$ cat src/rtl/card_pkg.sv
// Card codes and shoe constants shared by the dealer and the display decoders.
package card_pkg;

  typedef enum logic [3:0] {
    CARD_NONE  = 4'd0,
    CARD_ACE   = 4'd1,
    CARD_TWO   = 4'd2,
    CARD_THREE = 4'd3,
    CARD_FOUR  = 4'd4,
    CARD_FIVE  = 4'd5,
    CARD_SIX   = 4'd6,
    CARD_SEVEN = 4'd7,
    CARD_EIGHT = 4'd8,
    CARD_NINE  = 4'd9,
    CARD_TEN   = 4'd10,
    CARD_JACK  = 4'd11,
    CARD_QUEEN = 4'd12,
    CARD_KING  = 4'd13
  } card_t;

  localparam int NUM_RANKS      = 13;
  localparam int CARDS_PER_DECK = 52;

  // Ace follows King; any out-of-range code also recovers to Ace.
  function automatic logic [3:0] next_rank(input logic [3:0] r);
    return (r >= 4'(CARD_KING)) ? 4'(CARD_ACE) : r + 4'd1;
  endfunction

endpackage

$ cat src/rtl/rank_counter.sv
// Free-running Ace..King counter; its phase at request time picks the dealt rank.
module rank_counter
  import card_pkg::*;
(
  input  logic       clk,
  input  logic       rst,
  output logic [3:0] rank_o
);

  logic [3:0] rank_q, rank_d;

  always_comb begin
    rank_d = next_rank(rank_q);
  end

  always_ff @(posedge clk) begin
    if (rst) begin
      rank_q <= 4'(CARD_ACE);
    end else begin
      rank_q <= rank_d;
    end
  end

  assign rank_o = rank_q;

endmodule

$ cat src/rtl/card_dealer.sv
// Deals ranks from a shoe of NUM_DECKS decks, starting at the free-running rank
// and walking forward past exhausted ranks.
module card_dealer
  import card_pkg::*;
#(
  parameter int unsigned NUM_DECKS = 1
) (
  input  logic       clk,
  input  logic       rst,
  input  logic       deal_req,
  input  logic       reshuffle,
  output logic [3:0] new_card,
  output logic       card_valid,
  output logic       deck_empty,
  output logic [8:0] cards_left
);

  localparam int unsigned PerRank = 4 * NUM_DECKS;
  localparam int unsigned CntW    = $clog2(PerRank + 1);
  localparam logic [CntW-1:0] FullRank = CntW'(PerRank);
  localparam logic [8:0]      FullShoe = 9'(CARDS_PER_DECK * NUM_DECKS);

  localparam logic [1:0] StIdle    = 2'd0;
  localparam logic [1:0] StSearch  = 2'd1;
  localparam logic [1:0] StPresent = 2'd2;

  logic [3:0]      rank_ctr;
  logic [1:0]      state_q, state_d;
  logic [3:0]      cand_q, cand_d;
  logic [3:0]      new_card_q, new_card_d;
  logic            card_valid_q, card_valid_d;
  logic            deck_empty_q, deck_empty_d;
  logic [8:0]      cards_left_q, cards_left_d;
  logic [CntW-1:0] remaining_q [1:NUM_RANKS];
  logic            refill, take;

  rank_counter u_rank_counter (
    .clk    (clk),
    .rst    (rst),
    .rank_o (rank_ctr)
  );

  always_comb begin
    state_d      = state_q;
    cand_d       = cand_q;
    new_card_d   = new_card_q;
    card_valid_d = 1'b0;
    deck_empty_d = deck_empty_q;
    cards_left_d = cards_left_q;
    refill       = 1'b0;
    take         = 1'b0;
    unique case (state_q)
      StIdle: begin
        // A reshuffle swallows any request arriving in the same cycle.
        if (reshuffle) begin
          refill       = 1'b1;
          cards_left_d = FullShoe;
          new_card_d   = 4'(CARD_NONE);
          deck_empty_d = 1'b0;
        end else if (deal_req) begin
          if (deck_empty_q) begin
            new_card_d   = 4'(CARD_NONE);
            card_valid_d = 1'b1;
            state_d      = StPresent;
          end else begin
            cand_d  = rank_ctr;
            state_d = StSearch;
          end
        end
      end
      StSearch: begin
        if (remaining_q[cand_q] != '0) begin
          take         = 1'b1;
          cards_left_d = cards_left_q - 9'd1;
          deck_empty_d = (cards_left_q == 9'd1);
          new_card_d   = cand_q;
          card_valid_d = 1'b1;
          state_d      = StPresent;
        end else begin
          cand_d = next_rank(cand_q);
        end
      end
      StPresent: begin
        state_d = StIdle;
      end
      default: begin
        state_d = StIdle;
      end
    endcase
  end

  always_ff @(posedge clk) begin
    if (rst) begin
      state_q      <= StIdle;
      cand_q       <= 4'(CARD_ACE);
      new_card_q   <= 4'(CARD_NONE);
      card_valid_q <= 1'b0;
      deck_empty_q <= 1'b0;
      cards_left_q <= FullShoe;
      for (int r = 1; r <= NUM_RANKS; r++) begin
        remaining_q[r] <= FullRank;
      end
    end else begin
      state_q      <= state_d;
      cand_q       <= cand_d;
      new_card_q   <= new_card_d;
      card_valid_q <= card_valid_d;
      deck_empty_q <= deck_empty_d;
      cards_left_q <= cards_left_d;
      if (refill) begin
        for (int r = 1; r <= NUM_RANKS; r++) begin
          remaining_q[r] <= FullRank;
        end
      end else if (take) begin
        remaining_q[cand_q] <= remaining_q[cand_q] - CntW'(1);
      end
    end
  end

  assign new_card   = new_card_q;
  assign card_valid = card_valid_q;
  assign deck_empty = deck_empty_q;
  assign cards_left = cards_left_q;

endmodule

$ cat config.mk
export PLATFORM = sky130hd
export DESIGN_NAME = card_dealer
export DESIGN_NICKNAME = d
export VERILOG_FILES = /design/src/rtl/card_pkg.sv /design/src/rtl/rank_counter.sv /design/src/rtl/card_dealer.sv
export SDC_FILE = /design/constraint.sdc
export NUM_CORES = 1
export LEC_CHECK = 0
export ABC_AREA = 1
export CORE_MARGIN = 3
export CORE_UTILIZATION = 30
export DETAILED_ROUTE_END_ITERATION = 7
export PLACE_DENSITY = 0.48
export RECOVER_POWER = 100
export SLEW_MARGIN = 20
export SYNTH_ARGS = -nofsm -noshare
export SYNTH_HDL_FRONTEND = slang
export SYNTH_SLANG_ARGS = --single-unit
$ cat constraint.sdc
create_clock -name clk -period 3.48 [get_ports clk]
set_input_delay 0.696 -clock clk [delete_from_list [all_inputs] [get_ports clk]]
set_output_delay 0.696 -clock clk [all_outputs]
set_load 0.03 [all_outputs]
Word level (Yosys, flattened, before mapping)
Memories as Yosys holds them, arrays and structs flattened. A register that Yosys moved wholly into a read port is not among the register bits.
Cells that the tools add are included.
- add/sub/neg operators: 4
- $lt $le $gt $ge: 2
- equal/unequal tests: 10
- multiplexer cells: 57
- bitwise logic cells: 13
- reductions and logical operators: 9
- operators by type and width (operator ; number):
    $mux W4 ; 12
    $mux W3 ; 14
    $mux W1 ; 19
    $mux W9 ; 2
    $pmux W9 S2 ; 1
    $pmux W4 S2 ; 2
    $or A1 B1 Y1 ; 13
    $ne A2 B2 Y1 const B ; 6
    $eq A9 B1 Y1 const B ; 1
    $sub A9 B1 Y9 const B ; 1
    $add A4 B1 Y4 const B ; 2
    $ge A4 B4 Y1 const B ; 2
    $mux W2 ; 4
    $ne A3 B3 Y1 const B ; 2
    $reduce_and A3 Y1 ; 2
    $reduce_and A5 Y1 ; 1
    $pmux W1 S2 ; 2
    $pmux W2 S2 ; 1
    $reduce_and A4 Y1 ; 1
    $reduce_bool A3 Y1 ; 1
    $reduce_or A3 Y1 ; 1
    $sub A3 B1 Y3 const B ; 1
    $eq A2 B1 Y1 const B ; 1
    $logic_not A2 Y1 ; 1
    other kinds (2) ; 2
- register bits: 25
- bits in writable memories: 39
- input bits: 4
- output and inout bits: 15
- word-level logic and storage cells: 103
- memories: 1
- memory list (memory ; words ; width ; rd ports ; clocked after memory_dff ; wr ports ; line ; text):
    remaining_q ; 13 ; 3 ; 1 ; 1 ; 13 ; card_dealer.sv:34 ; logic [CntW-1:0] remaining_q [1:NUM_RANKS];

Longest topological paths before layout
- word-level depth: 9
- mapped depth: 21
- mapped depth without buffers: 19

Modules after synthesis
Synthesis repeated with hierarchy kept, for this count alone.
- cell total of the unflattened synthesis: 455
- area, all modules: 3804.9 um^2
- modules (own cells, without submodules) (module ; times used ; cells an instance ; area an instance (um^2) ; seq. area each (um^2)):
    card_dealer ; 1 ; 428 ; 3582.2 ; 1941.9
    rank_counter ; 1 ; 27 ; 222.7 ; 80.1

Least setup slack after synthesis
Ideal clock, no wire load.
- kind: reg-to-reg
- from: reg (tool-made name)
- to: mem remaining_q[0][0] in the netlist's numbering, enable pin
- library setup time: 0.345 ns
- arrival: 2.225 ns
- required time: 3.135 ns
- path slack: 0.910 ns
- cell stages (with the launch flop): 20
- buffers on the path: 3
- period minus slack after synthesis: 2.570 ns
- path through: dfxtp_1 buf_6 inv_2 buf_6 nand2_1 nand3_1 nand3_1 nand3_1 nand2_2 buf_6 inv_1 ha_1 ha_1 inv_1 nand2_4 clkinv_4 nand2_4 clkinv_2 nand2_2 nor3_1
- RTL lines (item ; line):
    end: declaration ; card_dealer.sv:34

==> out/results.txt <==
fill count: 1288
Max stage delay on crit path: 460 ps
Max Transition Viols Final: 0
Post-synth EDFFs: 48
routed via count: 2870
Mapped Area: 3760 um2
max cap viols: 0
Post-CTS Resized: 0
Die Y: 118 um
FMAX: 0.330 GHz
initial antenna violation count: 0
clk slew on worst S/H paths: 60 ps
Synthesis Warnings: 0
H-tree Lvls: 3
crit path time final: 3030 ps
gr ovfl total: 0
r2r worst-path depth: 17
dpl ws: 624 ps
critical path endpoint category: flip-flop
CTS sink cnt: 77
clock skew: 3.15 ps
# hold bufs at CTS: 0
Finished Core Util: 36.2%
vias per cell: 4.53
setup_tns: 0 ps
hold_ws: 461 ps
cts bufs inserted: 9
Worst path depth: 17
Hold Path Depth: 2
first-pass GRT wire length: 14800 um
routability cong.: 0.792
Peak VDD IR: 265 uV
Hold Vio Cnt, Final: 0
worst hold-check path type: reg2reg
max_slew headroom: 53.4%
min setup slack post-route: 447 ps
slowest CP cell: dfxtp_1
DRT Wirelength: 8560 um
Setup crit start kind: flip-flop
Yosys cell types: 30
post-route ant nets: 0
post-detail-place hpwl: 6050 um
top-count cell post-synth: nand2_1
outcome: complete, no violations
share of layout cells above drive strength 1: 6.65%
FP Rows: 40
Mapped Avg Cell Area: 8.49 um2
Wirelength per Cell: 13.5 um
CP cell instances: inv_1, nand3_1, nand3_1, nand3_1, nand2_2, inv_1, ha_1, ha_1, inv_1, nand2_1, clkinv_4, nand2_4, clkinvlp_2, nand2_2, clkinv_2, nand2_1, nand2_1
Post-synth top cells: 98 x nand2_1, 75 x nor2_1, 51 x inv_1
Cell Pwr Density: 557 nW/um2
CTS max path bufs: 2
Bufs and invs on worst path: 6
Root Buffer: clkbuf_16
reg-to-reg slack, setup: 450 ps
worst-margin pin slew: 697 ps
core area: 12100 um2
Starting Density: 31.1%
Final setup viols: 0
drt first pass iters: 5
die width: 118 um
ant diodes: 0
Ports: 19
critical path peak fanout: 18
GRT Overall Usage: 13.3%
Async SR Flop Fraction: 0%
worst skew pair latency: 330 ps
share of the synthesized area in the top cell type: 38.3%
leak pwr: 1.83 nW
drt initial violations: 166
Die Area: 13900 um2
critical path class: reg2reg
port bufs: 18
Final nets: 477
CTS tree: done
post-synthesis sequential area ratio: 53.8%
post-synth net total: 459
RSZ-0062 raised after global routing: no
DRC: 0
post-CTS setup buffer count: 0
synth-to-layout area growth: 16.5%
crit-path leading delay family: simple AND/OR/NAND/NOR gates
Post-Syn Instances: 443
post-synthesis register bit count: 77
Data required, critical path: 3550 ps
post-synth top area cell: edfxtp_1
crit share post-route: 87.1%
number of global-route vias before repair: 2905
CP Data Arrival Time: 3100 ps
most common flop cell mapped by yosys: edfxtp_1
Area contributors post-synth: edfxtp_1 38%, dfxtp_1 15%, nand2_1 9.8%
largest net degree at the start of global routing: 27
-- tightest hold or removal path: stages (launching register included) --
cell and delay (ps):
dfxtp_1 310, nand2_1 60, a21oi_1 50
-- metal layers --
layer	routed length (um)	track usage, %	vias to the layer above	part of all wire (%)
met2	3940	20.8	49	46
met1	4250	18.0	1351	50
li1	-	-	1464	-
met4	80	4.18	0	0.94
met3	283	3.27	6	3.3
met5	0	0	-	0
-- final timing paths --
path | from | endpoint
max | flip-flop | remaining_q[7][2]
min | new_card[2] | new_card[2]
max reg2reg | flip-flop | remaining_q[7][2]
min reg2reg | new_card[2] | new_card[2]
-- report_power, final --
part	internal, W	switching, W
registers	0.00103	0.0000363
logic	0.000107	0.000294
clock network	0.000622	0.000355
-- cell type report --
type,count,area (um2),area share [%]
Tap cell,168,210,4.80
Clock inverter,6,78.8,1.80
Timing Repair Buffer,21,203,4.62
Inverter,56,219,5.00
Clock buffer,10,229,5.22
Sequential cell,77,2020,46.1
Multi-Input combinational cell,296,1420,32.4
-- through the flow --
stage	instance area (um2)	std cells	total power (W)
after floorplan	3760	443	0.00137
after global placement	4090	618	0.00150
after detailed placement	4090	618	0.00150
after CTS	4400	634	0.00248
after global routing	4380	634	0.00256
final	4380	634	0.00244
-- cells by family (layout without fill, tap and decap cells) --
logic type      after synthesis  after routing  synth area share (%)
simple gates                246            246                  28.4
xor+xnor                      4              4                 0.932
buf+inv                      70             93                  8.12
compound gates               34             34                  4.82
flops                        77             77                  53.8
fa+ha+maj                    12             12                  3.99
-- layout by cell type (no fill, tap or decap), types with 2 or more instances in the layout --
master,n
nand2_1,101
nor2_1,75
inv_1,51
nand3_1,48
edfxtp_1,48
dfxtp_1,29
o21ai_0,21
dlygate4sd3_1,16
ha_1,12
a21oi_1,9
clkbuf_16,9
nand2_2,5
clkinv_2,5
nand4_1,5
nor3_1,4
o211ai_1,3
nor2_4,3
xor2_1,3
buf_4,3
bufinv_16,2
clkdlybuf4s50_1,2
-- registers in the layout, summed over array words and instances, names as in the netlist, named ones only --
| signal | cells |
|---|---|
| u_rank_counter.rank_o | 4 |
| card_valid | 1 |
| remaining_q | 48 |
| new_card | 4 |
| deck_empty | 1 |
| state_q | 2 |
| cards_left | 9 |
| cand_q | 4 |
Power figures use the tool's default switching activity.
